### src/rtl/counter_pkg.sv
// Shared types for the reload scheduler:
// FSM states and the queued {match, value} entry.
package counter_pkg;

  localparam int MAX_W = 32;

  typedef enum logic [1:0] {
    S_IDLE  = 2'd0,
    S_ARMED = 2'd1,
    S_FIRE  = 2'd2
  } state_e;

  typedef struct packed {
    logic [MAX_W-1:0] match;
    logic [MAX_W-1:0] value;
  } entry_t;

  function automatic logic hit(
    input entry_t           e,
    input logic [MAX_W-1:0] c
  );
    return e.match == c;
  endfunction

endpackage

### src/rtl/sync_fifo.sv
// Small synchronous FIFO holding packed reload entries.
// Pushes while full are dropped; clr_i empties it.
module sync_fifo #(
  parameter int DW    = 16,
  parameter int DEPTH = 4
) (
  input  logic                     clk,
  input  logic                     rst,
  input  logic                     clr_i,
  input  logic                     push_i,
  input  logic                     pop_i,
  input  logic [DW-1:0]            data_i,
  output logic [DW-1:0]            data_o,
  output logic                     full_o,
  output logic                     empty_o,
  output logic [$clog2(DEPTH):0]   count_o
);

  localparam int AW = $clog2(DEPTH);

  logic [DW-1:0] mem_q [DEPTH];
  logic [AW-1:0] wr_q, rd_q;
  logic [AW:0]   cnt_q;
  logic          do_push, do_pop;

  assign full_o  = (cnt_q == (AW+1)'(DEPTH));
  assign empty_o = (cnt_q == '0);
  assign count_o = cnt_q;
  assign data_o  = mem_q[rd_q];

  assign do_push = push_i & ~full_o & ~clr_i;
  assign do_pop  = pop_i & ~empty_o & ~clr_i;

  always_ff @(posedge clk) begin
    if (do_push) mem_q[wr_q] <= data_i;
  end

  always_ff @(posedge clk) begin
    if (rst || clr_i) begin
      wr_q  <= '0;
      rd_q  <= '0;
      cnt_q <= '0;
    end else begin
      if (do_push) wr_q <= wr_q + 1'b1;
      if (do_pop)  rd_q <= rd_q + 1'b1;
      unique case ({do_push, do_pop})
        2'b10:   cnt_q <= cnt_q + 1'b1;
        2'b01:   cnt_q <= cnt_q - 1'b1;
        default: cnt_q <= cnt_q;
      endcase
    end
  end

endmodule

### src/rtl/load_scheduler.sv
// Queues {match, value} reload requests and strobes
// load for one cycle when the counter hits the head.
module load_scheduler #(
  parameter int WIDTH = 8,
  parameter int DEPTH = 4
) (
  input  logic                   clk,
  input  logic                   rst,
  input  logic                   flush,
  input  logic                   req_valid,
  output logic                   req_ready,
  input  logic [WIDTH-1:0]       req_match,
  input  logic [WIDTH-1:0]       req_value,
  input  logic [WIDTH-1:0]       cnt,
  output logic                   load,
  output logic [WIDTH-1:0]       data_load,
  output logic [$clog2(DEPTH):0] pending,
  output logic                   busy
);

  import counter_pkg::*;

  localparam int PW = $clog2(DEPTH) + 1;

  state_e           state_q;
  logic             load_q;
  logic [WIDTH-1:0] data_q;

  logic             push, pop, full, empty;
  logic [PW-1:0]    count;
  logic [2*WIDTH-1:0] head_raw;
  entry_t           head_e;

  assign push = req_valid & ~full & ~flush;
  assign pop  = (state_q == S_FIRE);

  sync_fifo #(
    .DW    (2*WIDTH),
    .DEPTH (DEPTH)
  ) u_fifo (
    .clk     (clk),
    .rst     (rst),
    .clr_i   (flush),
    .push_i  (push),
    .pop_i   (pop),
    .data_i  ({req_match, req_value}),
    .data_o  (head_raw),
    .full_o  (full),
    .empty_o (empty),
    .count_o (count)
  );

  assign head_e.match = MAX_W'(head_raw[2*WIDTH-1:WIDTH]);
  assign head_e.value = MAX_W'(head_raw[WIDTH-1:0]);

  // Remaining entries after the pop, counting a same-edge push.
  always_ff @(posedge clk) begin
    if (rst) begin
      state_q <= S_IDLE;
      load_q  <= 1'b0;
      data_q  <= '0;
    end else if (flush) begin
      state_q <= S_IDLE;
      load_q  <= 1'b0;
    end else begin
      unique case (state_q)
        S_IDLE: begin
          if (!empty) state_q <= S_ARMED;
        end
        S_ARMED: begin
          if (hit(head_e, MAX_W'(cnt))) begin
            state_q <= S_FIRE;
            load_q  <= 1'b1;
            data_q  <= WIDTH'(head_e.value);
          end
        end
        S_FIRE: begin
          load_q  <= 1'b0;
          state_q <= (count > PW'(1) || push)
                     ? S_ARMED : S_IDLE;
        end
        default: begin
          state_q <= S_IDLE;
          load_q  <= 1'b0;
        end
      endcase
    end
  end

  assign load      = load_q;
  assign data_load = data_q;
  assign pending   = count;
  assign busy      = (count != '0);
  assign req_ready = ~full;

endmodule

### config.mk
export PLATFORM = sky130hd
export DESIGN_NAME = load_scheduler
export DESIGN_NICKNAME = d
export VERILOG_FILES = /design/src/rtl/counter_pkg.sv /design/src/rtl/sync_fifo.sv /design/src/rtl/load_scheduler.sv
export SDC_FILE = /design/constraint.sdc
export NUM_CORES = 1
export LEC_CHECK = 0
export ABC_AREA = 1
export BUFFER_PORTS_ARGS = -buffer_cell sky130_fd_sc_hd__clkbuf_2
export CAP_MARGIN = 30
export CORE_AREA = 5 5 102 104
export CTS_CLUSTER_SIZE = 20
export DETAILED_ROUTE_END_ITERATION = 7
export DIE_AREA = 0 0 107 109
export HOLD_SLACK_MARGIN = 0.03
export SYNTH_ARGS = -nofsm -noshare
export SYNTH_HDL_FRONTEND = slang
export SYNTH_SLANG_ARGS = --single-unit
### constraint.sdc
create_clock -name clk -period 6.8 [get_ports clk]
set_clock_uncertainty 0.2 [all_clocks]
set_input_delay 1.02 -clock clk [delete_from_list [all_inputs] [get_ports clk]]
set_output_delay 1.02 -clock clk [all_outputs]
set_load 0.02 [all_outputs]
==> results by group <==
Run status
  • Status: finished, final reports clean

Clocking
  • Root Buffer: clkbuf_8
  • TritonCTS clock tree: yes
  • Htree depth: 3
  • Worst-Skew Late Latency: 0.35 ns
  • CTS Buf Count: 9
  • Num Clock Sinks: 84
  • Post-CTS setup buffers: 0
  • Post-CTS sizing: 0
  • Reg clk slew, reported paths: 0.08 ns
  • Post-CTS Hold Fix Bufs: 0
  • Clock buffer depth: 2

Timing
  • Max-slew violations: 0
  • Finish-stage setup viols: 0
  • Period Utilization, post-route: between 30 and 40%
  • Slew @ Worst Pin: 0.796 ns
  • Final hold viol count: 0
  • Setup TNS Final: 0 ns
  • Period minus WS final: roughly 2.6 ns
  • RSZ-0062 raised after global routing: no
  • Max Freq: 0.381 GHz
  • Worst rel slew slack: approximately 47%

Worst setup path
  • Worst EP arrival: between 1 and 1.5 ns
  • Crit-path max FO: 5
  • WP data required: around 5.6 ns
  • Crit end category: output port
  • Crit path kind: flop to output port
  • Startpoint types: flop
  • Critical path startpoint: u_fifo.count_o[0]

Global route
  • Largest net degree at the start of global routing: 34
  • Initial antenna violation count: 0
  • GRT overflow: 0
  • Vias in the first global route: 2480
  • First-pass GRT wire length: 12300 um
  • Gr usage total: between 10% and 20%

Synth
  • Synth unique cells: 26
  • Syn_nets: a little over 400
  • Flop and latch count out of synthesis: 84
  • Gate count of the mapped netlist: 370
  • Syn avg cell area: around 9.9 um^2
  • Yosys warnings: 0
  • Seq/Total Area, Yosys: between 60% and 70%
  • Syn Std Cell Area: between 3000 and 4000 um^2

Routing
  • Wirelength per Cell: around 14 um
  • DRC: 0
  • 1st-pass router iterations: 4
  • Iteration-0 DRC count of the detailed router: roughly 180
  • Antenna-violating nets left: 0
  • Total number of vias: around 2600
  • Vias per cell: about 4.8
  • DRT Wirelength: around 7500 um

Pwr
  • Sw frac: slightly above 20%
  • Sw power: slightly above 0.0002 W
  • Flop pwr share: 56.8%
  • Clock share of power: between 30% and 40%
  • Logic pwr share: around 5%
  • Pwr Total: around 0.00099 W
  • Pwr/cell area: roughly 230 nW/um^2
  • Int Pwr: between 0.0007 and 0.0008 W
  • Peak supply drop: 119 uV
  • P_leak: roughly 1.8 nW

Floorplanning
  • Full die area: between 10000 and 15000 um^2
  • Die Width: around 110 um
  • Chip Height: approximately 110 um
  • Initial Utilization: about 40%
  • CORE AREA: about 9500 um^2
  • Io pins: 42
  • # rows: 36

Place
  • Placed Instances: 521
  • Port buffer count: 41
  • HPWL after DPL: roughly 5200 um
  • Routability cong.: just over 0.8

Layout
  • Most frequent cells in the layout: nand2_1, edfxtp_1, inv_1
  • # diodes: 0
  • Cell Count, Final, Fillers Out: ~540
  • Share of cells above drive strength 1: between 10% and 20%
  • Nets: 455
  • Commonest non-fill, non-tap cell in the layout: nand2_1
  • Synth-to-layout area growth: 14.8%
  • Fill cells: around 900
  • Final core utilization: 44.6%

Worst hold path
  • Worst Hold Class: flop to flop
  • HP Start: u_fifo.rd_q[1]

Job
  • Max_cap viols: 0
==> final cells by class <==
cell class | count | area, um^2 | share of cell area (%)
Clock inverter | 4 | 73.8 | 1.75
Timing Repair Buffer | 46 | 243 | 5.75
Multi-Input combinational cell | 233 | 1140 | 27.0
Sequential cell | 84 | 2320 | 55.0
Inverter | 44 | 165 | 3.91
Clock buffer | 12 | 135 | 3.20
Tap cell | 114 | 143 | 3.38
==> per-stage QoR <==
step | setup WS, ns | hold slack, ns | cell area, um^2
after floorplan | 4.19 | 0.236 | 3680
after global routing | 3.81 | 0.313 | 4220
after global placement | 3.96 | 0.265 | 4010
final | 4.18 | 0.285 | 4220
after CTS | 4.09 | 0.283 | 4220
after detailed placement | 3.89 | 0.269 | 4010
==> final timing paths <==
path	endpoint	slack, ns	cells after the start
hold reg to reg	flop	0.28	2
setup / recovery	busy	4.18	6
setup reg to reg	data_load[1]	4.19	11
hold / removal	flop	0.28	2
==> critical path, stage by stage (launching register included) <==
cell	delay [ns]
dfxtp_1	0.39
inv_1	0.11
ha_1	0.22
inv_1	0.05
nor2_1	0.04
inv_1	0.08
clkbuf_2	0.17
==> Yosys cell counts (all sizes together) <==
cell type	n	share of area (%)
nand2	112	11
edfxtp	64	52
inv	44	4.5
nor2	32	3.6
nand3	31	4.4
dfxtp	20	11
a21oi	17	2.3
o21ai	13	1.8
ha	9	3.1
buf	7	1.2
nand4	7	1.6
a32o	6	1.6
clkbuf	2	0.20
o22ai	2	0.34
nand3b	1	0.20
nor4	1	0.17
o221ai	1	0.24
xor2	1	0.24
==> flip-flops by register name (all words and copies together) (netlist names), named ones only <==
register / flops
load: 1
u_fifo.mem_q: 64
state_q: 2
u_fifo.wr_q: 2
u_fifo.count_o: 3
u_fifo.rd_q: 2
data_load: 8
==> cell families after synthesis <==
logic type      after synthesis  share of synthesized area (%)
flops                        84                           63.2
compound gates               39                           6.30
xor+xnor                      1                          0.238
simple gates                184                           21.4
fa+ha+maj                     9                           3.06
buf+inv                      53                           5.85
==> power by group through the flow <==
stage	logic (W)	registers, W	clock network, W
3_5_place_dp	0.0000513	0.000573	0
6_report	0.0000509	0.000561	0.000376
4_1_cts	0.0000516	0.000561	0.000383
2_1_floorplan	0.0000281	0.000573	0
5_1_grt	0.0000584	0.000562	0.000403
3_3_place_gp	0.0000499	0.000573	0
==> layer usage <==
| metal | GRT usage, % | vias up | wire length (um) |
|---|---|---|---|
| met5 | 0 | - | 0 |
| met4 | 6.12 | 0 | 104 |
| met3 | 2.55 | 8 | 311 |
| met2 | 22.1 | 52 | 3610 |
| met1 | 17.9 | 1200 | 3510 |
| li1 | - | 1333 | - |
Power figures use the tool's default switching activity.
